[config.mk]
export PLATFORM = sky130hd
export DESIGN_NAME = seq_mult_ksa
export DESIGN_NICKNAME = d
export VERILOG_FILES = /design/src/rtl/arith_pkg.sv /design/src/rtl/ksa.sv /design/src/rtl/seq_mult_ksa.sv
export SDC_FILE = /design/constraint.sdc
export NUM_CORES = 1
export LEC_CHECK = 0
export ABC_AREA = 1
export CAP_MARGIN = 20
export CORE_MARGIN = 1.5
export CORE_UTILIZATION = 30
export DETAILED_ROUTE_END_ITERATION = 12
export PLACE_DENSITY = 0.6
export SLEW_MARGIN = 20
export SYNTH_ARGS = -nofsm -noshare
export SYNTH_HDL_FRONTEND = slang
export SYNTH_SLANG_ARGS = --single-unit
[constraint.sdc]
create_clock -name clk -period 1.8 [get_ports clk]
set_input_delay 0.36 -clock clk [delete_from_list [all_inputs] [get_ports clk]]
set_output_delay 0.36 -clock clk [all_outputs]
set_load 0.02 [all_outputs]
[src/rtl/arith_pkg.sv]
// Shared definitions for the sequential arithmetic blocks: FSM state encoding
// and the operand-width legality rule for the Kogge-Stone based datapaths.
package arith_pkg;

   localparam logic [1:0] S_IDLE = 2'd0;
   localparam logic [1:0] S_RUN  = 2'd1;
   localparam logic [1:0] S_DONE = 2'd2;

   typedef enum logic [1:0] {
      ST_IDLE = S_IDLE,
      ST_RUN  = S_RUN,
      ST_DONE = S_DONE
   } state_t;

   // The adder's prefix tree is built for power-of-two widths up to 16 bits.
   function automatic bit n_is_legal(input int n);
      return (n >= 4) && (n <= 16) && ((n & (n - 1)) == 0);
   endfunction

endpackage

[src/rtl/ksa.sv]
// N-bit Kogge-Stone adder: log2(N) prefix levels of (G,P) combining, with the
// carry-in folded into bit 0's generate so every prefix already includes it.
module KSA #(
   parameter int N = 16
) (
   input  logic [N-1:0] i_a,
   input  logic [N-1:0] i_b,
   input  logic         i_cin,
   output logic [N-1:0] o_sum,
   output logic         o_cout
);

   localparam int LV = $clog2(N);

   logic [N-1:0] w_hp;
   logic [N-1:0] w_g [LV+1];
   logic [N-1:0] w_p [LV];

   assign w_hp   = i_a ^ i_b;
   assign w_g[0] = (i_a & i_b) | {{(N-1){1'b0}}, w_hp[0] & i_cin};
   assign w_p[0] = w_hp;

   for (genvar l = 0; l < LV; l++) begin : g_lvl
      localparam int D = 1 << l;
      for (genvar i = 0; i < N; i++) begin : g_bit
         if (i >= D) begin : g_comb
            assign w_g[l+1][i] = w_g[l][i] | (w_p[l][i] & w_g[l][i-D]);
            if (l + 1 < LV) begin : g_p
               assign w_p[l+1][i] = w_p[l][i] & w_p[l][i-D];
            end
         end else begin : g_pass
            // Group spans down to bit 0 already, so it is final.
            assign w_g[l+1][i] = w_g[l][i];
            if (l + 1 < LV) begin : g_p
               assign w_p[l+1][i] = w_p[l][i];
            end
         end
      end
   end

   assign o_sum  = w_hp ^ {w_g[LV][N-2:0], i_cin};
   assign o_cout = w_g[LV][N-1];

endmodule

[src/rtl/seq_mult_ksa.sv]
// Sequential unsigned NxN shift-and-add multiplier around one Kogge-Stone adder.
// Handshakes: a transfer happens on a rising edge where valid and ready are both high.
module seq_mult_ksa #(
   parameter int N = 16
) (
   input  logic           clk,
   input  logic           rst,
   input  logic           in_valid,
   output logic           in_ready,
   input  logic [N-1:0]   mcand,
   input  logic [N-1:0]   mplr,
   output logic           out_valid,
   input  logic           out_ready,
   output logic [2*N-1:0] product,
   output logic           busy
);

   import arith_pkg::*;

   localparam int CW = $clog2(N);

   if (!n_is_legal(N)) begin : g_bad_n
      $error("seq_mult_ksa: N must be a power of two in 4..16");
   end

   state_t         r_state;
   state_t         w_state_nxt;
   logic [2*N-1:0] r_p;
   logic [N-1:0]   r_mc;
   logic [CW-1:0]  r_cnt;
   logic [N-1:0]   w_b;
   logic [N-1:0]   w_sum;
   logic           w_cout;
   logic           w_accept;
   logic           w_last;

   assign in_ready  = (r_state == ST_IDLE) & ~rst;
   assign out_valid = (r_state == ST_DONE);
   assign busy      = (r_state == ST_RUN) | (r_state == ST_DONE);
   assign product   = r_p;

   assign w_accept = in_valid & in_ready;
   assign w_last   = (r_cnt == CW'(N - 1));
   assign w_b      = r_p[0] ? r_mc : '0;

   KSA #(.N(N)) u_add (
      .i_a    (r_p[2*N-1:N]),
      .i_b    (w_b),
      .i_cin  (1'b0),
      .o_sum  (w_sum),
      .o_cout (w_cout)
   );

   always_comb begin
      w_state_nxt = r_state;
      case (r_state)
         ST_IDLE: if (w_accept)  w_state_nxt = ST_RUN;
         ST_RUN:  if (w_last)    w_state_nxt = ST_DONE;
         ST_DONE: if (out_ready) w_state_nxt = ST_IDLE;
         default:                w_state_nxt = ST_IDLE;
      endcase
   end

   always_ff @(posedge clk) begin
      if (rst) begin
         r_state <= ST_IDLE;
         r_p     <= '0;
         r_mc    <= '0;
         r_cnt   <= '0;
      end else begin
         r_state <= w_state_nxt;
         case (r_state)
            ST_IDLE: begin
               if (w_accept) begin
                  r_mc  <= mcand;
                  r_p   <= {{N{1'b0}}, mplr};
                  r_cnt <= '0;
               end
            end
            ST_RUN: begin
               // Carry-out lands in the top bit, so no product bit is lost.
               r_p   <= {w_cout, w_sum, r_p[N-1:1]};
               r_cnt <= r_cnt + CW'(1);
            end
            default: ;
         endcase
      end
   end

endmodule

======== Yosys cells after proc, flatten, opt, wreduce, memory -nomap -nowiden ========
Cells that the tools add are included.
operators by class
  muxes and demuxes ....................... 9
  bitwise gates (word level) .............. 139
  reductions and logical operators ........ 5
  $add $sub $neg .......................... 1
  eq/ne operators ......................... 6
operator list
  kind                 count
  $and 1x1->1          85
  $pmux 32 s2          1
  $or 1x1->1           50
  $mux 32              1
  $xor 16x16->16       2
  $and 16x16->16       1
  $mux 16              1
  $pmux 4 s2           1
  $mux 2               3
  $pmux 2 s3           1
  $add 4x1->4 const B  1
  $eq 4x4->1 const B   1
  $mux 4               1
  $ne 2x2->1 const B   2
  $reduce_and 2->1     2
  $reduce_and 3->1     1
  $eq 2x1->1 const B   1
  $eq 2x2->1 const B   1
  $logic_not 2->1      1
  $ne 2x1->1 const B   1
  $reduce_bool 2->1    1
  $not 1->1            1
word-level totals
  input bits .............................. 36
  register bits after elaboration ......... 54
  word-level logic and storage cells ...... 164
  output and inout port bits .............. 35

======== Depth between registers and ports, before layout ========
  depth after elaboration ................. 11
  mapped depth ............................ 15
  gate-level depth less buffers ........... 14

======== Modules after synthesis ========
A second synthesis with hierarchy kept.
second synthesis, totals
  cell total of the unflattened synthesis .. 542
  area total of the unflattened synthesis .. 3400.8 µm²
by module, submodules not included
  module        area an instance (µm²)  times used  cells an instance  seq. area each (µm²)
  seq_mult_ksa  2408.6                  1           353                1081.0
  KSA           992.2                   1           189                0.0

======== Worst setup path before layout ========
No wires, ideal clock.
  path kind ............................... register to register
  start ................................... register r_p[0], in the netlist product[0]
  end ..................................... register r_p[22], in the netlist product[22]
  clock period less this slack ............ 2.112 ns
  setup time .............................. 0.132 ns
  data arrival time ....................... 1.980 ns
  stages on the path, launching flop included .. 13
  setup slack ............................. -0.312 ns
  data required time ...................... 1.668 ns
  buffers on the path ..................... 2
  path through ............................ dfxtp_1 clkbuf_1 clkbuf_1 nand2_1 inv_1 ha_1 nand2_1 inv_1 a21oi_1 nand2_1 or2_0 nand3_1 a21oi_1
on the way
  cells in the longest elaborated chain, start to end .. 9
  elaborated cells on any way between the ends .. 21
  classes of those cells .................. 2 x mux; 19 x bitwise
ends and longest elaborated chain
  item                                              line                  source
  from (decl)                                       seq_mult_ksa.sv:28    logic [2*N-1:0] r_p;
  from (signal assigned)                            seq_mult_ksa.sv:76    r_p <= {{N{1'b0}}, mplr};
  from (signal assigned)                            seq_mult_ksa.sv:82    r_p <= {w_cout, w_sum, r_p[N-1:1]};
  $mux 16 (*)                                       seq_mult_ksa.sv:44    assign w_b = r_p[0] ? r_mc : '0;
  $xor 16x16->16 or $and 16x16->16 (tied branches)  ksa.sv:19, ksa.sv:20
  $and 1x1->1, on equally long branches             ksa.sv:27, ksa.sv:29
  $or 1x1->1 or $and 1x1->1 (tied branches)         ksa.sv:27             assign w_g[l+1][i] = w_g[l][i] | (w_p[l][i] & w_g[l][i-D]);
  $and 1x1->1 or $or 1x1->1 (tied branches)         ksa.sv:27
  $or 1x1->1 or $and 1x1->1 (tied branches)         ksa.sv:27
  $or 1x1->1                                        ksa.sv:27
  $xor 16x16->16 (*)                                ksa.sv:41             assign o_sum = w_hp ^ {w_g[LV][N-2:0], i_cin};
  $pmux 32 s2 (*)                                   seq_mult_ksa.sv:72    case (r_state)
Every way passes the cells marked *; elsewhere a longest branch is shown, timed or not.
A chain may end at the register's enable or synchronous reset.

======== Worst setup path after layout ========
  start ................................... register r_p[0], in the netlist product[0]
  end ..................................... register r_p[31], in the netlist product[31]
on the way
  cells in the longest elaborated chain, start to end .. 11
  elaborated cells on any way between the ends .. 45
  classes of those cells .................. 2 x mux; 43 x bitwise
ends and longest elaborated chain
  item                                              line
  $mux 16 (*)                                       seq_mult_ksa.sv:44
  $xor 16x16->16 or $and 16x16->16 (tied branches)  ksa.sv:19, ksa.sv:20
  $and 1x1->1                                       ksa.sv:27
  $or 1x1->1                                        ksa.sv:27
  $and 1x1->1                                       ksa.sv:27
  $or 1x1->1                                        ksa.sv:27
  $and 1x1->1                                       ksa.sv:27
  $or 1x1->1                                        ksa.sv:27
  $and 1x1->1                                       ksa.sv:27
  $or 1x1->1 (*)                                    ksa.sv:27
  $pmux 32 s2 (*)                                   seq_mult_ksa.sv:72
Marks and branches as above.

==> flow_metrics.env <==
export IMPL_status="complete, but fails checks"
export IMPL_failed_checks="setup timing"
export IMPL_reg2reg_slack_ns=-0.007
export IMPL_synth_nets=568
export IMPL_seq_area_frac_synth=0.331
export IMPL_final_nets=647
export IMPL_drive_above_1_share=0.173
export IMPL_worstMarginPinSlew_ns=0.306
export IMPL_crit_start="product[0]"
export IMPL_tritoncts="built"
export IMPL_antenna_found_initial=0
export IMPL_htreeDepth=2
export IMPL_internal_power_uw=2480
export IMPL_finalWirelength_um=8650
export IMPL_cp_end_kind="register"
export IMPL_synth_area_sq_um=3270
export IMPL_ir_worst_vdd_mv=0.464
export IMPL_mostFrequentLayoutCells="nand2_1, inv_1, clkdlybuf4s50_1, dfxtp_1, a21oi_1"
export IMPL_worstReg2RegStart="product[0]"
export IMPL_setup_violations=1
export IMPL_place_congestion=0.879
export IMPL_grt_pass1_wl_um=14800
export IMPL_fin_crit_ns=1.81
export IMPL_instances_no_fill=726
export IMPL_grt_pass1_vias=3231
export IMPL_grt_overflow=0
export IMPL_clock_skew_ns=0.0130
export IMPL_core_sq_um=10500
export IMPL_initial_core_util=0.312
export IMPL_p_seq_frac=0.395
export IMPL_yosysTopAreaCell="dfxtp_1"
export IMPL_first_pass_iters=4
export IMPL_seqCellArea_sq_um=1080
export IMPL_r2r_cells=14
export IMPL_r2r_end="product[31]"
export IMPL_synth_warnings=0
export IMPL_dieWidth_um=107
export IMPL_leakagePower_uw=0.00226
export IMPL_routedWlPerCell_um=11.9
export IMPL_port_buffers=70
export IMPL_drc=0
export IMPL_synth_top_cells_by_area="dfxtp_1, nand2_1, inv_1"
export IMPL_ys_types=32
export IMPL_grt_max_degree=28
export IMPL_cts_clk_slew_worst_paths_ns=0.11
export IMPL_clk_path_buf_depth=2
export IMPL_ys_ff_latch=54
export IMPL_finalHoldViolations=0
export IMPL_hold_start="r_mc[10]"
export IMPL_arrival_ns=2.07
export IMPL_cts_root_buf="clkbuf_8"
export IMPL_p_switching_uw=1490
export IMPL_routed_via_count=3320
export IMPL_crit_fanout=8
export IMPL_netlist_instances=510
export IMPL_cellPowerDensity_nw_per_um2=852
export IMPL_synth_edf_count=0
export IMPL_critPathRequiredTime_ns=2.07
export IMPL_clock_latency_ns=0.32
export IMPL_synth_async_reset_ratio=0
export IMPL_cap_violations=0
export IMPL_synthToLayoutAreaGrowth_pct=42.4
export IMPL_synth_avg_cell_area_sq_um=6.41
export IMPL_num_rows=37
export IMPL_comb_power_share=0.383
export IMPL_p_clk_frac=0.222
export IMPL_swShare=0.376
export IMPL_num_antenna_cells=0
export IMPL_min_path_type="reg2reg"
export IMPL_die_h_um=107
export IMPL_min_path_cells=2
export IMPL_grt_setup_unrepaired="yes"
export IMPL_slew_viol_final=0
export IMPL_place_ws_ns=-0.117
export IMPL_io_pins=71
export IMPL_min_period_over_period=1.00
export IMPL_multi_input_area_sq_um=2090
export IMPL_path_class="reg2reg"
export IMPL_grt_usage=0.156
export IMPL_design_die_area_sq_um=11500
export IMPL_numCtsBuffers=5
export IMPL_placed_cells=716
export IMPL_detail_route_antenna_nets=0
export IMPL_layout_commonest_cell="nand2_1"
export IMPL_critPathLaunchType="register"
export IMPL_synth_top_area_frac=0.331
export IMPL_worst_slack_ns=-0.00658
export IMPL_dr_first_iter_drc_count=122
export IMPL_holdPathEnd="r_mc[10]"
export IMPL_place_hpwl_um=6340
export IMPL_fmax_mhz=554
export IMPL_synthFlopType="dfxtp_1"
export IMPL_timing_slew_headroom=0.794
export IMPL_utilization=0.445
export IMPL_cts_num_sinks=54
export IMPL_n_fill_cell=1115
export IMPL_vias_per_cell=4.57
## routing by layer
layer / vias to the layer above / routed length [um] / part of all wire / global-route usage
met5: - / 0 / 0 / 0
met4: 0 / 102 / 0.012 / 0.0395
met3: 7 / 377 / 0.044 / 0.0260
met2: 72 / 3960 / 0.46 / 0.253
met1: 1482 / 4210 / 0.49 / 0.215
li1: 1759 / - / - / -
## registers in the layout, indices dropped and copies added (netlist names)
signal	cells
r_state	2
product	32
r_mc	16
r_cnt	4
## how the worst max path moves through the flow
stage	cells past startpoint	endpoint	slack (ns)
final	14	product[31]	-0.007
after global routing	13	product[30]	-0.15
after CTS	14	product[31]	-0.06
after detailed placement	3	in_ready	-0.12
after global placement	3	in_ready	-0.10
after floorplan	14	product[30]	0.0008
## cell families after synthesis
group | count (synthesis) | share of synthesized area
flip-flops | 54 | 0.331
AND/OR/NAND/NOR | 259 | 0.336
buffers and inverters | 99 | 0.127
adder cells (fa/ha/maj) | 22 | 0.0865
AO/OA/AOI/OAI | 76 | 0.121
## Yosys cell counts, types with 2 or more instances
cell type	number
nand2_1	169
inv_1	78
dfxtp_1	54
a21oi_1	51
nand3_1	40
nor2_1	26
ha_1	21
o21ai_0	17
clkbuf_1	9
nor3_1	6
a31oi_1	5
buf_4	4
buf_2	3
nand2_4	3
or2_0	3
or2_2	3
inv_2	2
nand3b_1	2
## power groups by stage
stage | Sequential [uW] | Combinational [uW] | Clock (uW)
after global placement | 1580 | 1470 | 0
final | 1570 | 1520 | 881
after CTS | 1560 | 1500 | 907
after floorplan | 1670 | 830 | 0
after detailed placement | 1590 | 1500 | 0
after global routing | 1590 | 1690 | 952
## worst max-delay path, cell delays in order, from the launching register on
cell,delay (ns)
dfxtp_4,0.42
nand2_2,0.06
inv_2,0.06
ha_4,0.13
inv_2,0.03
fa_2,0.33
inv_2,0.09
nand3_2,0.09
nand3_4,0.09
nand3_4,0.09
nand3_4,0.08
nand2_1,0.05
nand2_1,0.05
nand2_1,0.06
a21oi_2,0.11
## area by class of cell
| cell class | count | area share |
|---|---|---|
| Multi-Input combinational cell | 357 | 0.449 |
| Tap cell | 136 | 0.0366 |
| Sequential cell | 54 | 0.233 |
| Timing Repair Buffer | 90 | 0.189 |
| Clock inverter | 3 | 0.0105 |
| Inverter | 81 | 0.0669 |
| Clock buffer | 5 | 0.0148 |
## metrics by stage
stage	total power [uW]	hold slack [ns]	cell area (sq um)	TNS [ns]
floorplan	2500	0.429	3350	0
detailed placement	3080	0.457	4270	-1.94
CTS	3960	0.473	4450	-0.0935
global route	4230	0.485	4650	-1.05
global placement	3050	0.453	4270	-0.801
finish	3970	0.471	4650	-0.00658
## what timing repair did
action                                  CTS  global route
pin swaps                                 1             8
gates resized for setup                  14            60
gates cloned                              0             0
buffers inserted                          2             0
endpoints found under the setup margin   13            28
hold buffers                              0             0
(Power assumes the default switching activity.)
